--- src/rtl/pulse_capture.sv ---
// pulse_capture: serial-to-parallel receiver for the pulse_generator stream.
// Captures WIDTH bits MSB-first and reports popcount and circular edge count.
module pulse_capture #(
  parameter int WIDTH = 16,
  parameter int CW    = $clog2(WIDTH + 1)
) (
  input  logic             clock,
  input  logic             reset,
  input  logic             capture_flag,
  input  logic             serial_in,
  output logic [WIDTH-1:0] word_out,
  output logic [CW-1:0]    ones_count,
  output logic [CW-1:0]    edge_count,
  output logic             busy,
  output logic             done
);

  typedef enum logic {
    IDLE,
    CAPT
  } state_t;

  state_t state;
  state_t state_nxt;

  logic [WIDTH-1:0] shift_reg;
  logic [CW-1:0]    idx;
  logic [CW-1:0]    ones_acc;
  logic [CW-1:0]    edge_acc;
  logic             first_bit;

  logic             start;
  logic             sample;
  logic             last;
  logic             diff_prev;
  logic             diff_wrap;
  logic [WIDTH-1:0] word_nxt;
  logic [CW-1:0]    ones_nxt;
  logic [CW-1:0]    edge_nxt;

  // State register
  always_ff @(posedge clock) begin
    if (reset) state <= IDLE;
    else       state <= state_nxt;
  end

  // Next-state logic and per-edge control strobes
  always_comb begin
    state_nxt = state;
    start     = 1'b0;
    sample    = 1'b0;
    last      = 1'b0;
    unique case (state)
      IDLE: begin
        if (capture_flag) begin
          state_nxt = CAPT;
          start     = 1'b1;
        end
      end
      CAPT: begin
        sample = 1'b1;
        if (idx == CW'(WIDTH - 1)) begin
          last      = 1'b1;
          state_nxt = IDLE;
        end
      end
      default: state_nxt = IDLE;
    endcase
  end

  // Accumulator updates for the bit sampled on this edge
  always_comb begin
    diff_prev = (idx != '0) && (serial_in != shift_reg[0]);
    diff_wrap = (serial_in != first_bit);
    word_nxt  = {shift_reg[WIDTH-2:0], serial_in};
    ones_nxt  = ones_acc + CW'(serial_in);
    edge_nxt  = edge_acc + CW'(diff_prev);
  end

  // Datapath: shifting, running counts and result publication
  always_ff @(posedge clock) begin
    if (reset) begin
      shift_reg  <= '0;
      idx        <= '0;
      ones_acc   <= '0;
      edge_acc   <= '0;
      first_bit  <= 1'b0;
      word_out   <= '0;
      ones_count <= '0;
      edge_count <= '0;
      busy       <= 1'b0;
      done       <= 1'b0;
    end else begin
      done <= 1'b0;
      if (start) begin
        busy     <= 1'b1;
        idx      <= '0;
        ones_acc <= '0;
        edge_acc <= '0;
      end
      if (sample) begin
        shift_reg <= word_nxt;
        ones_acc  <= ones_nxt;
        edge_acc  <= edge_nxt;
        idx       <= idx + 1'b1;
        if (idx == '0) first_bit <= serial_in;
        if (last) begin
          word_out   <= word_nxt;
          ones_count <= ones_nxt;
          edge_count <= edge_nxt + CW'(diff_wrap);
          busy       <= 1'b0;
          done       <= 1'b1;
        end
      end
    end
  end

endmodule

--- config.mk ---
export PLATFORM = sky130hd
export DESIGN_NAME = pulse_capture
export DESIGN_NICKNAME = d
export VERILOG_FILES = /design/src/rtl/pulse_capture.sv
export SDC_FILE = /design/constraint.sdc
export NUM_CORES = 1
export LEC_CHECK = 0
export CAP_MARGIN = 25
export CELL_PAD_IN_SITES_DETAIL_PLACEMENT = 2
export CELL_PAD_IN_SITES_GLOBAL_PLACEMENT = 2
export CORE_UTILIZATION = 25
export CTS_CLUSTER_SIZE = 8
export DETAILED_ROUTE_END_ITERATION = 12
export MAX_ROUTING_LAYER = met4
export PLACE_DENSITY = 0.68
export SYNTH_ARGS = -nofsm -noshare
export SYNTH_HDL_FRONTEND = slang
export SYNTH_SLANG_ARGS = --single-unit
--- constraint.sdc ---
create_clock -name clock -period 3.7 [get_ports clock]
set_input_delay 0.74 -clock clock [delete_from_list [all_inputs] [get_ports clock]]
set_output_delay 0.74 -clock clock [all_outputs]
set_load 0.005 [all_outputs]
Yosys cells after proc, flatten, opt, wreduce, memory -nomap -nowiden
Cells that the tools add are included.
{"block": "op_classes", "addsub": 4, "n_mul": 0, "div": 0, "order_cmp": 0, "n_eq_ne": 3, "shifts": 0, "muxes": 15, "n_bitwise": 2, "reduce_logical": 7}
{"op": "two-way mux 5 bit", "count": 4}
{"op": "adder 5 x 1 -> 5 bit", "count": 3}
{"op": "two-way mux 1 bit", "count": 10}
{"op": "adder 5 x 1 -> 5 bit, second input constant", "count": 1}
{"op": "== test 5 x 4 -> 1 bit, second input constant", "count": 1}
{"op": "logical NOT 5 bit", "count": 1}
{"op": "nonzero test 5 bit", "count": 1}
{"op": "AND reduction 2 bit", "count": 2}
{"op": "!= test 1 bit", "count": 2}
{"op": "inverter 1 bit", "count": 2}
{"op": "case mux 1 bit (2 select lines)", "count": 1}
{"op": "nonzero test 2 bit", "count": 1}
{"op": "OR reduction 2 bit", "count": 1}
{"op": "logical AND 1 bit", "count": 1}
{"block": "word_totals", "regBits": 60, "latch_bits": 0, "mem_bits_rw": 0, "rom_bits": 0, "input_bits": 4, "output_inout_bits": 28, "wordCells": 42, "n_memories": 0}

Longest topological paths before layout
Gate-level depths: netlist (run 1).
{"block": "depth", "depth_word": 5, "mapped_depth": 11}

Worst setup path after synthesis (run 1)
Ideal clock, no wire load.
{"block": "synth_timing", "kind": "flip-flop to flip-flop", "from": "reg idx[0]", "to": "reg edge_count[4]", "setup_ns": 0.062, "arrival_time_ns": 2.355, "required_ns": 3.638, "setup_slack_ns": 1.283, "stages_incl_launch_ff": 12, "synth_period_minus_slack_ns": 2.417, "cell_sequence": "dfxtp_1 inv_1 ha_1 nor4b_1 nor2_1 ha_1 ha_1 buf_2 xor2_1 and4_4 or4_1 nand3_1"}
{"block": "synth_via", "elab_chain_len": 4, "word_cells_on_any_way": 8}
{"element": "start: declaration", "line_no": "27", "source": "logic [CW-1:0] idx;"}
{"element": "start signal: assignment", "line_no": "105", "source": "idx <= idx + 1'b1;"}
{"element": "nonzero test 5 bit or == test 5 x 4 -> 1 bit (tied branches)", "line_no": "73, 62"}
{"element": "logical AND 1 bit or two-way mux 1 bit (tied branches)", "line_no": "73, 62"}
{"element": "adder 5 x 1 -> 5 bit or two-way mux 1 bit (tied branches)", "line_no": "77, 53"}
{"element": "adder 5 x 1 -> 5 bit or AND reduction 2 bit (tied branches)"}
{"element": "end signal: assignment", "line_no": "110", "source": "edge_count <= edge_nxt + CW'(diff_wrap);"}
{"element": "end: declaration", "line_no": "13", "source": "output logic [CW-1:0] edge_count,"}
Several ways; a longest one is shown, not always the timed one.
A chain may end at the register's enable or synchronous reset.

Worst setup path after layout (run 1)
{"block": "layout_timing", "from": "in serial_in", "to": "reg edge_count[4]"}
{"block": "layout_via", "elab_chain_len": 4, "word_cells_on_any_way": 5}
{"element": "start: declaration", "line_no": "10", "source": "input logic serial_in,"}
{"element": "!= test 1 bit", "line_no": "73", "source": "diff_prev = (idx != '0) && (serial_in != shift_reg[0]);"}
{"element": "logical AND 1 bit", "line_no": "73"}
{"element": "adder 5 x 1 -> 5 bit", "line_no": "77", "source": "edge_nxt = edge_acc + CW'(diff_prev);"}
{"element": "adder 5 x 1 -> 5 bit (*)", "line_no": "110"}
Mark *: on every way between the ends. The rest lies on a longest branch, timed or not.

==> metrics.md, run 1 <==
| Metric | Value |
|---|---|
| Share of cells above drive strength 1 | 6.88% |
| Grt met2 use | a little over a fifth |
| # Max-Cap Violations | 0 |
| Clk Latency, worst-skew pair | around 0.33 ns |
| Max Slew Vio Count | 0 |
| H-tree levels | 3 |
| Final period util | around three quarters |
| Distinct cell type count after synthesis | 35 |
| Multi-input logic area | 1170 sq um |
| RSZ-0062 raised after global routing | false |
| CP endpoint kind | flop |
| Largest register FFs | 16 |
| Clk pin slew, worst setup/hold paths | about 0.070 ns |
| Vias per Instance | approximately 4.7 |
| F_max | approximately 360 MHz |
| Die Ht | 102 um |
| Slowest library cell on the worst path | clkdlybuf4s50_1 |
| GP Congestion | 0.721 |
| Hpwl dp | 4360 um |
| Cells after synthesis | 286 |
| Setup Fix Bufs, Post-CTS | 0 |
| Slew Limit Headroom | 54.6% |
| Die Wd | a little over 100 um |
| CP peak stage delay | 0.62 ns |
| DRT Pass-1 Iters | 4 |
| Critical path cell sequence | clkdlybuf4s50_1 > xnor2_1 > nor2_1 > ha_1 > ha_1 > xor2_1 > and4_4 > or4_1 > nand3_1 |
| P per Cell Area | approximately 410 nW/um^2 |
| IO Port Bufs | 31 |
| DIE AREA | approximately 10,000 sq um |
| Met3 global-route usage | 2.55% |
| Via count | 2,089 |
| Least-Margin Pin Slew | 0.671 ns |
| Worst Path Buf+Inv | 1 |
| Violation count after the first detailed-route iteration | 52 |
| Final WL | roughly 6400 um |
| CTS Hold Bufs | 0 |
| Post-Syn Area per Cell | 8.67 sq um |
| Post-DP Area | 2910 sq um |
| Setup violators final | 0 |
| Seq cells post-synth | 60 |
| Clock Skew | 0.0116 ns |
| GR Overflow Total | 0 |
| Row count | 35 |
| Average wire per standard cell | 14.3 um |
| CP Data Required Time | 3.98 ns |
| CTS tree | done |
| Critical path arrival | 3.09 ns |
| Dpl ws | 0.548 ns |
| Largest fanout on the critical path | 7 |
| PostCTS Resize Cnt | 0 |
| Static Leak | 1.15 nW |
| CP startpoint kind | input pin |
| Setup TNS | 0 ns |
| Max Root-Sink Buffers | 2 |
| Most common cell after layout, fill and taps aside | dfxtp_1 |
| Starting Density | a little over a quarter |
| Kind of cell adding the most delay to the critical path | simple AND/OR/NAND/NOR gates |
| GRT Util Overall | 14.2% |
| P&R area growth vs syn | 24.0% |
| Largest net degree at the start of global routing | 38 |
| Num CTS Buffers | 9 |
| Initial antenna violation count | 0 |
| CP most frequent cell | ha_1 |
| Fillers | 1,073 |
| Root buf cell | clkbuf_8 |
| Post-synthesis cell area | 2480 sq um |
| Total core area | 9420 sq um |
| Post-DRT Antenna Nets | 0 |
| Hold Path Class | flop to flop |
| Most frequent cells in the layout | dfxtp_1, nand2_1, nor2_1 |
| Fin area | 3070 sq um |
| Hold Fails Final Rpt | 0 |
| Predominant post-synthesis flop cell | dfxtp_1 |
| Post-synth EDFFs | 0 |
| DRC viols | 0 |
| Post-synth ARST share | 0% |
| Worst setup margin | 0.885 ns |
| Antenna diodes | 0 |
| Syn nets | about 300 |
| Boundary Pins | 32 |
| Setup Crit Path Kind | input pin to flop |
| Status | completed |
| Sequential cell area | ~1200 sq um |
| Register area share after synthesis | roughly half |
| First-pass GRT wire length | 10,800 um |
| Peak supply drop | 0.138 mV |
| Grt met1 use | between 10% and 20% |
| Vias in the first global route | 2,194 |
| Busiest metal layer after global routing | met2 |
| Yosys warning total | 0 |
| Nets | 329 |
| CTS Sinks | 60 |
| Period minus WS final | 2.81 ns |
[tightest hold or removal path: stages, from the launching register on]
cell	delay, ns
dfxtp_1	0.31
nand2_1	0.05
a21oi_1	0.05
[power by group]
group	leakage (nW)	total [mW]	internal (mW)	switching, mW
registers	0.485	0.659	0.652	0.00683
logic	0.578	0.0678	0.0243	0.0435
clock network	0.0893	0.529	0.275	0.255
[layout make-up]
cell class	count	area share (%)
inverter	7	0.855
clock inverter	2	0.326
timing repair buffer	36	11.2
multi-input combinational	202	38.2
tap	129	5.25
clock buffer	13	5.17
sequential	60	39.1
[final timing paths]
check	startpoint	endpoint	slack, ns	cells past startpoint
max	serial_in	edge_count[4]	0.89	9
min	word_out[12]	word_out[12]	0.46	2
min reg2reg	word_out[12]	word_out[12]	0.46	2
max reg2reg	idx[0]	edge_count[4]	0.89	10
[per-layer routing]
layer | wire length (um) | part of all wire [%] | vias to the layer above
met2 | 3000 | 47 | 26
met3 | 153 | 2.4 | 8
met5 | 0 | 0 | -
li1 | - | - | 1031
met1 | 3170 | 49 | 1024
met4 | 106 | 1.6 | 0
[synth_stat cells, types with 2 or more instances]
cell type,number,share of area (%)
mux2i_1,17,6.9
nand3_1,10,2.0
a31oi_1,2,0.50
clkbuf_1,7,1.1
buf_1,3,0.45
a211oi_1,4,1.2
buf_2,6,1.2
nand2_1,46,7.0
o21a_1,2,0.61
nand3b_1,3,0.91
nor2_1,37,5.6
xor2_1,5,1.8
ha_1,9,4.5
and3_1,9,2.3
a21oi_1,34,6.9
o21ai_0,4,0.81
dfxtp_1,60,48
xnor2_1,5,1.8
nor3_1,2,0.40
inv_1,6,0.91
[cells by family after synthesis]
logic type	count (synthesis)	synth area share, %
AOI/OAI and AO/OA	52	12.0
xor gates and xnor gates	10	3.53
adders and majority gates	9	4.54
buffers and inverters	24	4.24
DFF	60	48.4
muxes	17	6.86
and+or+nand+nor	114	20.4
[stage by stage]
stage / hold WS, ns / cells / total power, mW / util (%)
finish: 0.458 / 449 / 1.26 / 32.7
detailed placement: 0.453 / 434 / 0.742 / 30.9
global placement: 0.446 / 434 / 0.740 / 30.9
global route: 0.475 / 449 / 1.31 / 32.7
CTS: 0.464 / 449 / 1.28 / 32.7
floorplan: 0.431 / 286 / 0.718 / -
Note: power is estimated with default switching activity, not from simulation.
==> run 2, diff against run 1 <==
PLACE_DENSITY = 0.71   (was 0.68)
clock period = 2.29 ns   (was 3.7 ns; I/O delays follow)
==> metrics.md, run 2 (synthesis results as in run 1) <==
| Metric | Value |
|---|---|
| Worst R2R Path Depth | 10 |
| CP Data Required Time | 2.58 ns |
| Boundary Pins | 32 |
| Largest fanout on the critical path | 3 |
| Fillers | 1,071 |
| Most frequent cells in the layout | dfxtp_1, nand2_1, nor2_1 |
| # Max-Cap Violations | 0 |
| Clk Latency, worst-skew pair | 0.34 ns |
| Setup violators final | 0 |
| Pint | 1.63 mW |
| GP Congestion | 0.758 |
| CP endpoint kind | flop |
| Final core utilization | 34.6% |
| F_max | 458 MHz |
| H-tree levels | 3 |
| Hpwl dp | 4460 um |
| Share of cells above drive strength 1 | 14.0% |
| Initial antenna violation count | 0 |
| Starting Density | 26.3% |
| Worst hold path depth | 2 |
| Fin cells | 464 |
| Final period util | 95.4% |
| P&R area growth vs syn | 31.3% |
| Largest net degree at the start of global routing | 28 |
| Final WL | 6750 um |
| Least-Margin Pin Slew | 0.516 ns |
| Status | completed |
| Violation count after the first detailed-route iteration | 67 |
| Switching power | 0.490 mW |
| RSZ-0062 raised after global routing | false |
| Max Slew Vio Count | 0 |
| First-pass GRT wire length | 11,500 um |
| Hold Path Class | flop to flop |
| Post-DRT Antenna Nets | 0 |
| Slew Limit Headroom | 65.5% |
| Max Root-Sink Buffers | 2 |
| DRT Pass-1 Iters | 4 |
| Most common cell after layout, fill and taps aside | dfxtp_1 |
| Num CTS Buffers | 9 |
| DRC viols | 0 |
| Static Leak | 1.24 nW |
| GRT Util Overall | 15.1% |
| CTS tree | done |
| Critical path arrival | 2.47 ns |
| Hold Fails Final Rpt | 0 |
| P per Cell Area | 652 nW/um^2 |
| Via count | 2,127 |
| Nets | 344 |
| Root buf cell | clkbuf_8 |
| Setup Crit Path Kind | flop to flop |
| Die Ht | 102 um |
| GR Overflow Total | 0 |
| Vias in the first global route | 2,293 |
| Sequential share of power | 50.0% |
| Clk pin slew, worst setup/hold paths | 0.07 ns |
| Vias per Instance | 4.58 |
| Total core area | 9420 sq um |
| Row count | 35 |
| Clock Skew | around 0.0064 ns |
| CTS Sinks | 60 |
| Peak supply drop | approximately 0.25 mV |
| Net Sw Frac | 23.1% |
| Clock share of power | ~44% |
| IO Port Bufs | 31 |
| Average wire per standard cell | 14.5 um |
| Largest register FFs | 16 |
| Antenna diodes | 0 |
| Combinational power share | 6.2% |
| DP Cell Count | 447 |
| CP startpoint kind | flop |
| Period minus WS final | 2.18 ns |
| DIE AREA | 10,300 sq um |
| CTS Hold Bufs | 0 |
| Die Wd | 102 um |
==> run 2: cell count changes in the layout (fill, tap and decap cells not counted), sizes merged <==
| cell | before | now |
|---|---|---|
| clkinv | 2 | 1 |
| bufinv | 0 | 1 |
| buf | 6 | 21 |
==> run 2: power by group through the flow <==
stage	registers [mW]	clock network (mW)	logic [mW]
finish	1.06	0.931	0.131
global route	1.06	1.01	0.146
CTS	1.06	0.963	0.131
detailed placement	1.09	0	0.126
global placement	1.09	0	0.122
floorplan	1.08	0	0.0771
==> run 2: per-layer routing <==
layer / global-route usage [%] / vias to the layer above / wire (um)
met5: - / - / 0
met4: 5.69 / 0 / 124
met3: 3.73 / 12 / 180
met2: 23.2 / 31 / 3120
met1: 18.9 / 1028 / 3320
li1: - / 1056 / -
==> run 2: timing repair <==
item / CTS / global route
resized for setup: 4 / 8
setup buffers: 1 / 1
setup endpoints to repair: 2 / 1
pin swaps: 1 / 3
==> run 2: critical path: stages (launching register included) <==
cell and delay, ns:
dfxtp_2 0.34, inv_2 0.06, ha_2 0.16, nor4b_4 0.23, nor2_2 0.08, ha_2 0.19, ha_4 0.17, xor2_2 0.15
and4_4 0.19, or4_4 0.49, nand3_2 0.07
==> run 2: stage by stage <==
step / hold WS, ns / power (mW) / instance area (sq um) / setup slack, ns / setup TNS [ns]
2_1_floorplan: 0.431 / 1.16 / 2490 / 0.00629 / 0
3_3_place_gp: 0.446 / 1.21 / 3010 / -0.251 / -0.465
3_5_place_dp: 0.453 / 1.21 / 3010 / -0.329 / -0.738
4_1_cts: 0.465 / 2.16 / 3210 / 0.0107 / 0
5_1_grt: 0.474 / 2.22 / 3260 / 0.000721 / 0
6_report: 0.460 / 2.12 / 3260 / 0.106 / 0
==> run 2: area by class of cell <==
type	instances	area (sq um)	area share, %
Multi-Input combinational cell	202	1230	37.7
Sequential cell	60	1200	36.9
Timing Repair Buffer	51	455	14.0
Tap cell	129	161	4.96
Clock buffer	13	149	4.57
Clock inverter	2	35.0	1.08
Inverter	7	26.3	0.807
==> run 2: final timing paths <==
path | startpoint | endpoint | slack, ns
min | ones_count[1] | ones_count[1] | 0.46
max | idx[1] | edge_count[4] | 0.11
min reg2reg | ones_count[1] | ones_count[1] | 0.46
max reg2reg | idx[1] | edge_count[4] | 0.11
